### src/rtl/hex_display_ctrl_pkg.sv
// Shared types and constants for the HEX display controller.
// Contains the blank segment pattern, the scheduler state enum and the digit index width.
package hex_disp_pkg;

    localparam int         DIGIT_W   = 3;
    localparam logic [6:0] SEG_BLANK = 7'h7F;

    typedef enum logic [1:0] {
        IDLE,
        DECODE,
        COMMIT
    } stateT;

endpackage

### src/rtl/hex_display_ctrl_if.sv
// Write channel from control logic into the HEX display controller.
// The master drives digit updates; the slave (the controller) returns ready and error.
interface hex_display_ctrl_if;
    import hex_disp_pkg::*;

    logic               wr_valid;
    logic               wr_ready;
    logic [DIGIT_W-1:0] wr_digit;
    logic [3:0]         wr_value;
    logic               wr_blank;
    logic               wr_err;

    modport master (
        output wr_valid, wr_digit, wr_value, wr_blank,
        input  wr_ready, wr_err
    );

    modport slave (
        input  wr_valid, wr_digit, wr_value, wr_blank,
        output wr_ready, wr_err
    );

endinterface

### src/rtl/hex_seg_decoder.sv
// Combinational hex nibble to seven-segment decoder, active-low, bit order gfedcba.
module hex_seg_decoder
    import hex_disp_pkg::*;
(
    input  logic [3:0] value,
    output logic [6:0] seg
);

    always_comb begin
        seg = SEG_BLANK;
        case (value)
            4'h0: seg = 7'b1000000;
            4'h1: seg = 7'b1111001;
            4'h2: seg = 7'b0100100;
            4'h3: seg = 7'b0110000;
            4'h4: seg = 7'b0011001;
            4'h5: seg = 7'b0010010;
            4'h6: seg = 7'b0000010;
            4'h7: seg = 7'b1111000;
            4'h8: seg = 7'b0000000;
            4'h9: seg = 7'b0011000;
            4'hA: seg = 7'b0001000;
            4'hB: seg = 7'b0000011;
            4'hC: seg = 7'b1000110;
            4'hD: seg = 7'b0100001;
            4'hE: seg = 7'b0000110;
            4'hF: seg = 7'b0001110;
            default: seg = SEG_BLANK;
        endcase
    end

endmodule

### src/rtl/hex_display_ctrl.sv
// HEX digit owner: one shared decoder serves freshly written digits first, then periodic refresh.
// Optional blinking per digit is enabled with the HEX_DISPLAY_BLINK_EN macro.
module hex_display_ctrl
    import hex_disp_pkg::*;
#(
    parameter int NUM_DIGITS  = 6,
    parameter int REFRESH_DIV = 1024
`ifdef HEX_DISPLAY_BLINK_EN
    ,
    parameter int BLINK_DIV   = 25_000_000
`endif
) (
    input  logic                    clk,
    input  logic                    rst_n,
    hex_display_ctrl_if.slave       bus,
`ifdef HEX_DISPLAY_BLINK_EN
    input  logic [NUM_DIGITS-1:0]   blink_mask,
`endif
    output logic                    busy,
    output logic [7*NUM_DIGITS-1:0] hex_out
);

    localparam int                 REF_W      = $clog2(REFRESH_DIV);
    localparam logic [REF_W-1:0]   REF_LAST   = REF_W'(REFRESH_DIV - 1);
    localparam logic [REF_W-1:0]   REF_ONE    = REF_W'(1);
    localparam logic [DIGIT_W:0]   DIGITS_EXT = (DIGIT_W + 1)'(NUM_DIGITS);
    localparam logic [DIGIT_W-1:0] LAST_DIGIT = DIGIT_W'(NUM_DIGITS - 1);
    localparam logic [DIGIT_W-1:0] DIGIT_ONE  = DIGIT_W'(1);

    stateT                         stateReg, stateNext;
    logic [DIGIT_W-1:0]            selReg, selNext;
    logic [DIGIT_W-1:0]            rrPtrReg, rrPtrNext;
    logic [DIGIT_W-1:0]            lowDirty;
    logic                          pendTake;

    logic [3:0]                    valueReg [NUM_DIGITS];
    logic [NUM_DIGITS-1:0]         blankReg;
    logic [NUM_DIGITS-1:0]         dirtyReg;
    logic [6:0]                    segQ;
    logic [6:0]                    decOut;
    logic [6:0]                    commitSeg;
    logic [NUM_DIGITS-1:0][6:0]    hexReg;
    logic                          errReg;

    logic [REF_W-1:0]              refreshCnt;
    logic                          refreshWrap;
    logic                          refreshPend;
    logic                          blinkToggle;

    logic                          wrAccept;
    logic                          wrInRange;

    // Ready simply tracks reset so writes are never stalled outside reset.
    assign bus.wr_ready = rst_n;
    assign bus.wr_err   = errReg;
    assign wrAccept     = bus.wr_valid & bus.wr_ready;
    assign wrInRange    = ({1'b0, bus.wr_digit} < DIGITS_EXT);
    assign busy         = (stateReg != IDLE) || (|dirtyReg);
    assign hex_out      = hexReg;

    hex_seg_decoder u_decoder (
        .value (valueReg[selReg]),
        .seg   (decOut)
    );

    // Scanning downward leaves the lowest dirty index as the winner.
    always_comb begin
        lowDirty = '0;
        for (int i = NUM_DIGITS - 1; i >= 0; i--) begin
            if (dirtyReg[i]) lowDirty = DIGIT_W'(i);
        end
    end

    always_comb begin
        stateNext = stateReg;
        selNext   = selReg;
        rrPtrNext = rrPtrReg;
        pendTake  = 1'b0;
        unique case (stateReg)
            IDLE: begin
                if (|dirtyReg) begin
                    selNext   = lowDirty;
                    stateNext = DECODE;
                end else if (refreshPend) begin
                    selNext   = rrPtrReg;
                    rrPtrNext = (rrPtrReg == LAST_DIGIT) ? '0 : rrPtrReg + DIGIT_ONE;
                    pendTake  = 1'b1;
                    stateNext = DECODE;
                end
            end
            DECODE:  stateNext = COMMIT;
            COMMIT:  stateNext = IDLE;
            default: stateNext = IDLE;
        endcase
    end

    always_ff @(posedge clk or negedge rst_n) begin
        if (!rst_n) begin
            stateReg <= IDLE;
            selReg   <= '0;
            rrPtrReg <= '0;
        end else begin
            stateReg <= stateNext;
            selReg   <= selNext;
            rrPtrReg <= rrPtrNext;
        end
    end

    // A write landing on sel during COMMIT re-sets dirty after the clear, so it is serviced again.
    always_ff @(posedge clk or negedge rst_n) begin
        if (!rst_n) begin
            blankReg <= '1;
            dirtyReg <= '0;
            for (int i = 0; i < NUM_DIGITS; i++) valueReg[i] <= 4'h0;
        end else begin
            if (stateReg == COMMIT) dirtyReg[selReg] <= 1'b0;
            if (wrAccept && wrInRange) begin
                valueReg[bus.wr_digit] <= bus.wr_value;
                blankReg[bus.wr_digit] <= bus.wr_blank;
                dirtyReg[bus.wr_digit] <= 1'b1;
            end
        end
    end

    always_ff @(posedge clk or negedge rst_n) begin
        if (!rst_n) begin
            segQ   <= SEG_BLANK;
            hexReg <= '1;
            errReg <= 1'b0;
        end else begin
            errReg <= wrAccept & ~wrInRange;
            if (stateReg == DECODE) segQ <= blankReg[selReg] ? SEG_BLANK : decOut;
            for (int i = 0; i < NUM_DIGITS; i++) begin
                if (stateReg == COMMIT && selReg == DIGIT_W'(i)) hexReg[i] <= commitSeg;
            end
        end
    end

    assign refreshWrap = (refreshCnt == REF_LAST);

    // Only one refresh can be outstanding; further wraps while pending are dropped.
    always_ff @(posedge clk or negedge rst_n) begin
        if (!rst_n) begin
            refreshCnt  <= '0;
            refreshPend <= 1'b0;
        end else begin
            refreshCnt <= refreshWrap ? '0 : refreshCnt + REF_ONE;
            if (refreshWrap || blinkToggle) refreshPend <= 1'b1;
            else if (pendTake)              refreshPend <= 1'b0;
        end
    end

`ifdef HEX_DISPLAY_BLINK_EN
    localparam int               BLINK_W    = $clog2(BLINK_DIV);
    localparam logic [BLINK_W-1:0] BLINK_LAST = BLINK_W'(BLINK_DIV - 1);
    localparam logic [BLINK_W-1:0] BLINK_ONE  = BLINK_W'(1);

    logic [BLINK_W-1:0] blinkCnt;
    logic               blinkPhase;

    assign blinkToggle = (blinkCnt == BLINK_LAST);

    always_ff @(posedge clk or negedge rst_n) begin
        if (!rst_n) begin
            blinkCnt   <= '0;
            blinkPhase <= 1'b1;
        end else begin
            blinkCnt <= blinkToggle ? '0 : blinkCnt + BLINK_ONE;
            if (blinkToggle) blinkPhase <= ~blinkPhase;
        end
    end

    assign commitSeg = (blink_mask[selReg] && !blinkPhase) ? SEG_BLANK : segQ;
`else
    assign blinkToggle = 1'b0;
    assign commitSeg   = segQ;
`endif

endmodule
### src/flat_wrapper.sv
// flat-port wrapper written by rule: the top's interface ports become plain ports
module hex_display_ctrl_flat import hex_disp_pkg::*;
#(
    parameter int NUM_DIGITS  = 6,
    parameter int REFRESH_DIV = 1024

)
  (clk, rst_n, busy, hex_out, bus_wr_valid, bus_wr_digit, bus_wr_value, bus_wr_blank, bus_wr_ready, bus_wr_err);
  hex_display_ctrl_if bus_i ();
  input  logic clk;
  input  logic rst_n;
  output logic busy;
  output logic [7*NUM_DIGITS-1:0] hex_out;
  input wire logic [$bits(bus_i.wr_valid)-1:0] bus_wr_valid;
  input wire logic [$bits(bus_i.wr_digit)-1:0] bus_wr_digit;
  input wire logic [$bits(bus_i.wr_value)-1:0] bus_wr_value;
  input wire logic [$bits(bus_i.wr_blank)-1:0] bus_wr_blank;
  output wire logic [$bits(bus_i.wr_ready)-1:0] bus_wr_ready;
  output wire logic [$bits(bus_i.wr_err)-1:0] bus_wr_err;
  assign bus_i.wr_valid = bus_wr_valid;
  assign bus_i.wr_digit = bus_wr_digit;
  assign bus_i.wr_value = bus_wr_value;
  assign bus_i.wr_blank = bus_wr_blank;
  assign bus_wr_ready = bus_i.wr_ready;
  assign bus_wr_err = bus_i.wr_err;
  hex_display_ctrl #(.NUM_DIGITS(NUM_DIGITS), .REFRESH_DIV(REFRESH_DIV)) u_core (.clk(clk), .rst_n(rst_n), .bus(bus_i), .busy(busy), .hex_out(hex_out));
endmodule
### config.mk
export PLATFORM = sky130hd
export DESIGN_NAME = hex_display_ctrl_flat
export DESIGN_NICKNAME = d
export VERILOG_FILES = /design/src/rtl/hex_display_ctrl_pkg.sv /design/src/rtl/hex_display_ctrl_if.sv /design/src/rtl/hex_seg_decoder.sv /design/src/rtl/hex_display_ctrl.sv /design/src/flat_wrapper.sv
export SDC_FILE = /design/constraint.sdc
export NUM_CORES = 1
export LEC_CHECK = 0
export CORE_MARGIN = 5
export CORE_UTILIZATION = 56
export CTS_CLUSTER_DIAMETER = 150
export CTS_CLUSTER_SIZE = 16
export DETAILED_ROUTE_END_ITERATION = 6
export GPL_TIMING_DRIVEN = 0
export PLACE_DENSITY = 0.8
export SLEW_MARGIN = 40
export SYNTH_ARGS = -nofsm -noshare
export SYNTH_HDL_FRONTEND = slang
export SYNTH_SLANG_ARGS = --single-unit
### constraint.sdc
create_clock -name clk -period 3.1 [get_ports clk]
set_input_delay 0.775 -clock clk [delete_from_list [all_inputs] [get_ports clk]]
set_output_delay 0.775 -clock clk [all_outputs]
set_load 0.01 [all_outputs]
==> impl_metrics.ini <==
[place]
place_area_sq_mm = 0.00542
dp.final_hpwl_microns = 6510
portBuffers = 55
place_congestion = 0.892

[yosys]
synth_nets = 373
synth.top_cells.by_count = 79 x mux2_2, 55 x dfstp_2, 50 x dfrtp_1
yosys.area.top_type_share = 0.308
syn_inst = 356
synthFlopType = dfstp_2
yosysMostFrequentCell = mux2_2
synth_area_per_cell_sq_um = 13.2
yosys_warnings = 0
synth_top_area_cell = dfstp_2
synth_area_leaders = dfstp_2 31%, dfrtp_1 27%, mux2_2 19%
synth_edf_count = 0
yosysSeqAreaShare = 0.575
synthArstFlopShare = 1.00
synthesis.area_sq_mm = 0.00469
synth_cell_types = 51
ys_ff_latch = 105

[layout]
seq_area_sq_mm = 0.00270
multi_input_area_sq_mm = 0.00192
nNetsFinal = 445
area_growth_pct = 20.8
stdcell_area_sq_mm = 0.00566
antenna_cells = 0
drive_gt1_frac = 0.400
fillers = 580

[global_route]
grt_util_met2 = 0.316
antenna_found_initial = 0
grt_pass1_vias = 3013
grt_pass1_wl_microns = 15400
use_met3 = 0.0461
busiest_layer = met2
grt_max_degree = 72
overflow = 0
use_met1 = 0.262
grt_use_total = 0.193

[detailed_routing]
ant_nets = 0
drtIter0Drc = 96
route.detailed.drc = 0
wl_microns = 9400
vias_per_cell = 5.68
via_count = 3057
wl_per_cell_microns = 17.5
drtPass1Iterations = 4

[sta]
fin_crit_sh = 0.977
tns_ns = 0
worstMarginPinSlew_ns = 0.598
finalCriticalPeriod_ns = 3.03
max_freq_mhz = 330
hold_slack_ns = 0.272
finClkSkew_ns = 0.00923
finalHoldViolCount = 0
drv_slew = 0
setup_viol = 0
maxSlewHeadroom = 0.602

[critical_path]
critPathArrivalTime_ns = 2.25
path_class = flip-flop to output pin
r2r-start = u_core.selReg[0]$_DFFE_PN0P_
critical_path.max_fanout = 3
reg2reg_depth = 8
start_kind = flip-flop
r2r_slack_ns = 0.40
r2r-end = u_core.commitSeg[3]$_DFFE_PN1N_
endpoint_kind = output pin
required_ns = 2.32

[clocking]
clk_path_buf_depth = 2
clk_latency_ns = 0.36
numCtsBuffers = 9
cts_root_buf = clkbuf_8
cts_hold_buf = 0
clkTransAtPathRegs_ns = 0.09
clock-sinks = 105
cts_tree = yes
htreeDepth = 3

[floorplanning]
rows = 33
core_sq_mm = 0.00818
die_w_microns = 102
io_pins = 56
initial_core_util = 0.574
die_area_sq_mm = 0.0103
die_h_microns = 102

[run]
cap_viol_max_count = 0

[power_and_ir_drop]
p_switching_mw = 1.78
irDropWorstVdd_mv = 0.432
internal_power_mw = 3.74
switching_share = 0.323
power.density_mw_per_mm2 = 975
seq_power_share = 0.435
p_leak_nw = 2.37
combPwrFrac = 0.404
p_clk_frac = 0.161

[outcome]
outcome = complete, no violations

[min_path]
hp-class = primary input to asynchronous set/reset pin
-- worst max-delay path, stage by stage (launching register included) --
cell and delay (ns):
dfrtp_1 0.41, or4_4 0.54, or3_4 0.37, nor3_4 0.20
inv_1 0.08, dlygate4sd2_1 0.28
-- power by group through the flow --
stage / clock network, mW / registers (mW) / logic [mW]
6_report: 0.891 / 2.40 / 2.23
4_1_cts: 0.909 / 2.40 / 2.21
2_1_floorplan: 0 / 2.48 / 1.21
3_5_place_dp: 0 / 2.42 / 2.19
3_3_place_gp: 0 / 2.39 / 2.12
5_1_grt: 0.963 / 2.47 / 2.42
-- through the flow --
| stage | utilization | instances | worst slack, ns | total power [mW] |
|---|---|---|---|---|
| floorplan | - | 356 | 0.769 | 3.69 |
| global placement | 0.657 | 516 | -3.60 | 4.52 |
| detailed placement | 0.663 | 518 | 0.303 | 4.61 |
| CTS | 0.689 | 534 | 0.0755 | 5.52 |
| global route | 0.693 | 538 | -0.000704 | 5.85 |
| finish | 0.693 | 538 | 0.0722 | 5.52 |
-- worst max path at each step --
| stage | startpoint | end | slack, ns | cells past startpoint |
|---|---|---|---|---|
| floorplan | u_core.selReg[0]$_DFFE_PN0P_ | u_core.commitSeg[3]$_DFFE_PN1N_ | 0.77 | 8 |
| global placement | rst_n | u_core.valueReg[12]$_DFFE_PN0P_ | -3.60 | 4 |
| detailed placement | u_core.dirtyReg[2]$_DFF_PN0_ | busy | 0.30 | 5 |
| CTS | u_core.dirtyReg[3]$_DFF_PN0_ | busy | 0.08 | 5 |
| global route | u_core.dirtyReg[3]$_DFF_PN0_ | busy | -0.0007 | 5 |
| finish | u_core.dirtyReg[3]$_DFF_PN0_ | busy | 0.07 | 5 |
-- placed cells by master, fill, tap and decap left out, types with 5 or more instances in the layout --
cell type | netlist | layout
nor2_1 | 23 | 23
nor2b_1 | 7 | 7
mux2_2 | 79 | 79
nor3_1 | 6 | 6
ha_1 | 6 | 6
nand3_1 | 9 | 9
dfstp_2 | 55 | 55
xnor2_1 | 6 | 6
dfrtp_1 | 50 | 50
buf_4 | 1 | 5
buf_2 | 4 | 5
o21ai_0 | 6 | 6
a21oi_1 | 7 | 7
clkdlybuf4s50_1 | 0 | 53
inv_1 | 10 | 10
clkbuf_1 | 6 | 8
clkbuf_8 | 0 | 9
nand2_1 | 22 | 22
-- state kept, by name, summed over array words and instances, names as in the netlist --
signal	flops
u_core.blankReg	6
u_core.bus.wr_err	1
u_core.commitSeg	7
u_core.dirtyReg	6
u_core.hex_out	42
u_core.refreshCnt	10
u_core.refreshPend	1
u_core.rrPtrReg	3
u_core.selReg	3
u_core.stateReg	2
u_core.valueReg	24
-- logic make-up after synthesis --
family / share of synthesized area
muxes: 0.214
buffers and inverters: 0.0187
adders and majority gates: 0.0160
AOI/OAI and AO/OA: 0.0664
xor gates and xnor gates: 0.0168
DFF: 0.575
and+or+nand+nor: 0.0934
-- per-layer routing --
metal / up-vias / part of all wire
met1: 1548 / 0.44
met4: 0 / 0.015
met5: - / 0
met3: 11 / 0.047
met2: 81 / 0.50
li1: 1417 / -
-- area by class of cell --
class,count,area share
sequential,105,0.476
clock inverter,5,0.0141
buffer,11,0.00884
tap,105,0.0232
multi-input combinational,230,0.339
inverter,10,0.00663
clock buffer,11,0.0232
timing repair buffer,61,0.109
-- what timing repair did --
action / CTS / global route
pin swaps: 0 / 1
buffers inserted: 0 / 4
endpoints found under the setup margin: 1 / 1
gates resized for setup: 1 / 1
Note: power is estimated with default switching activity, not from simulation.
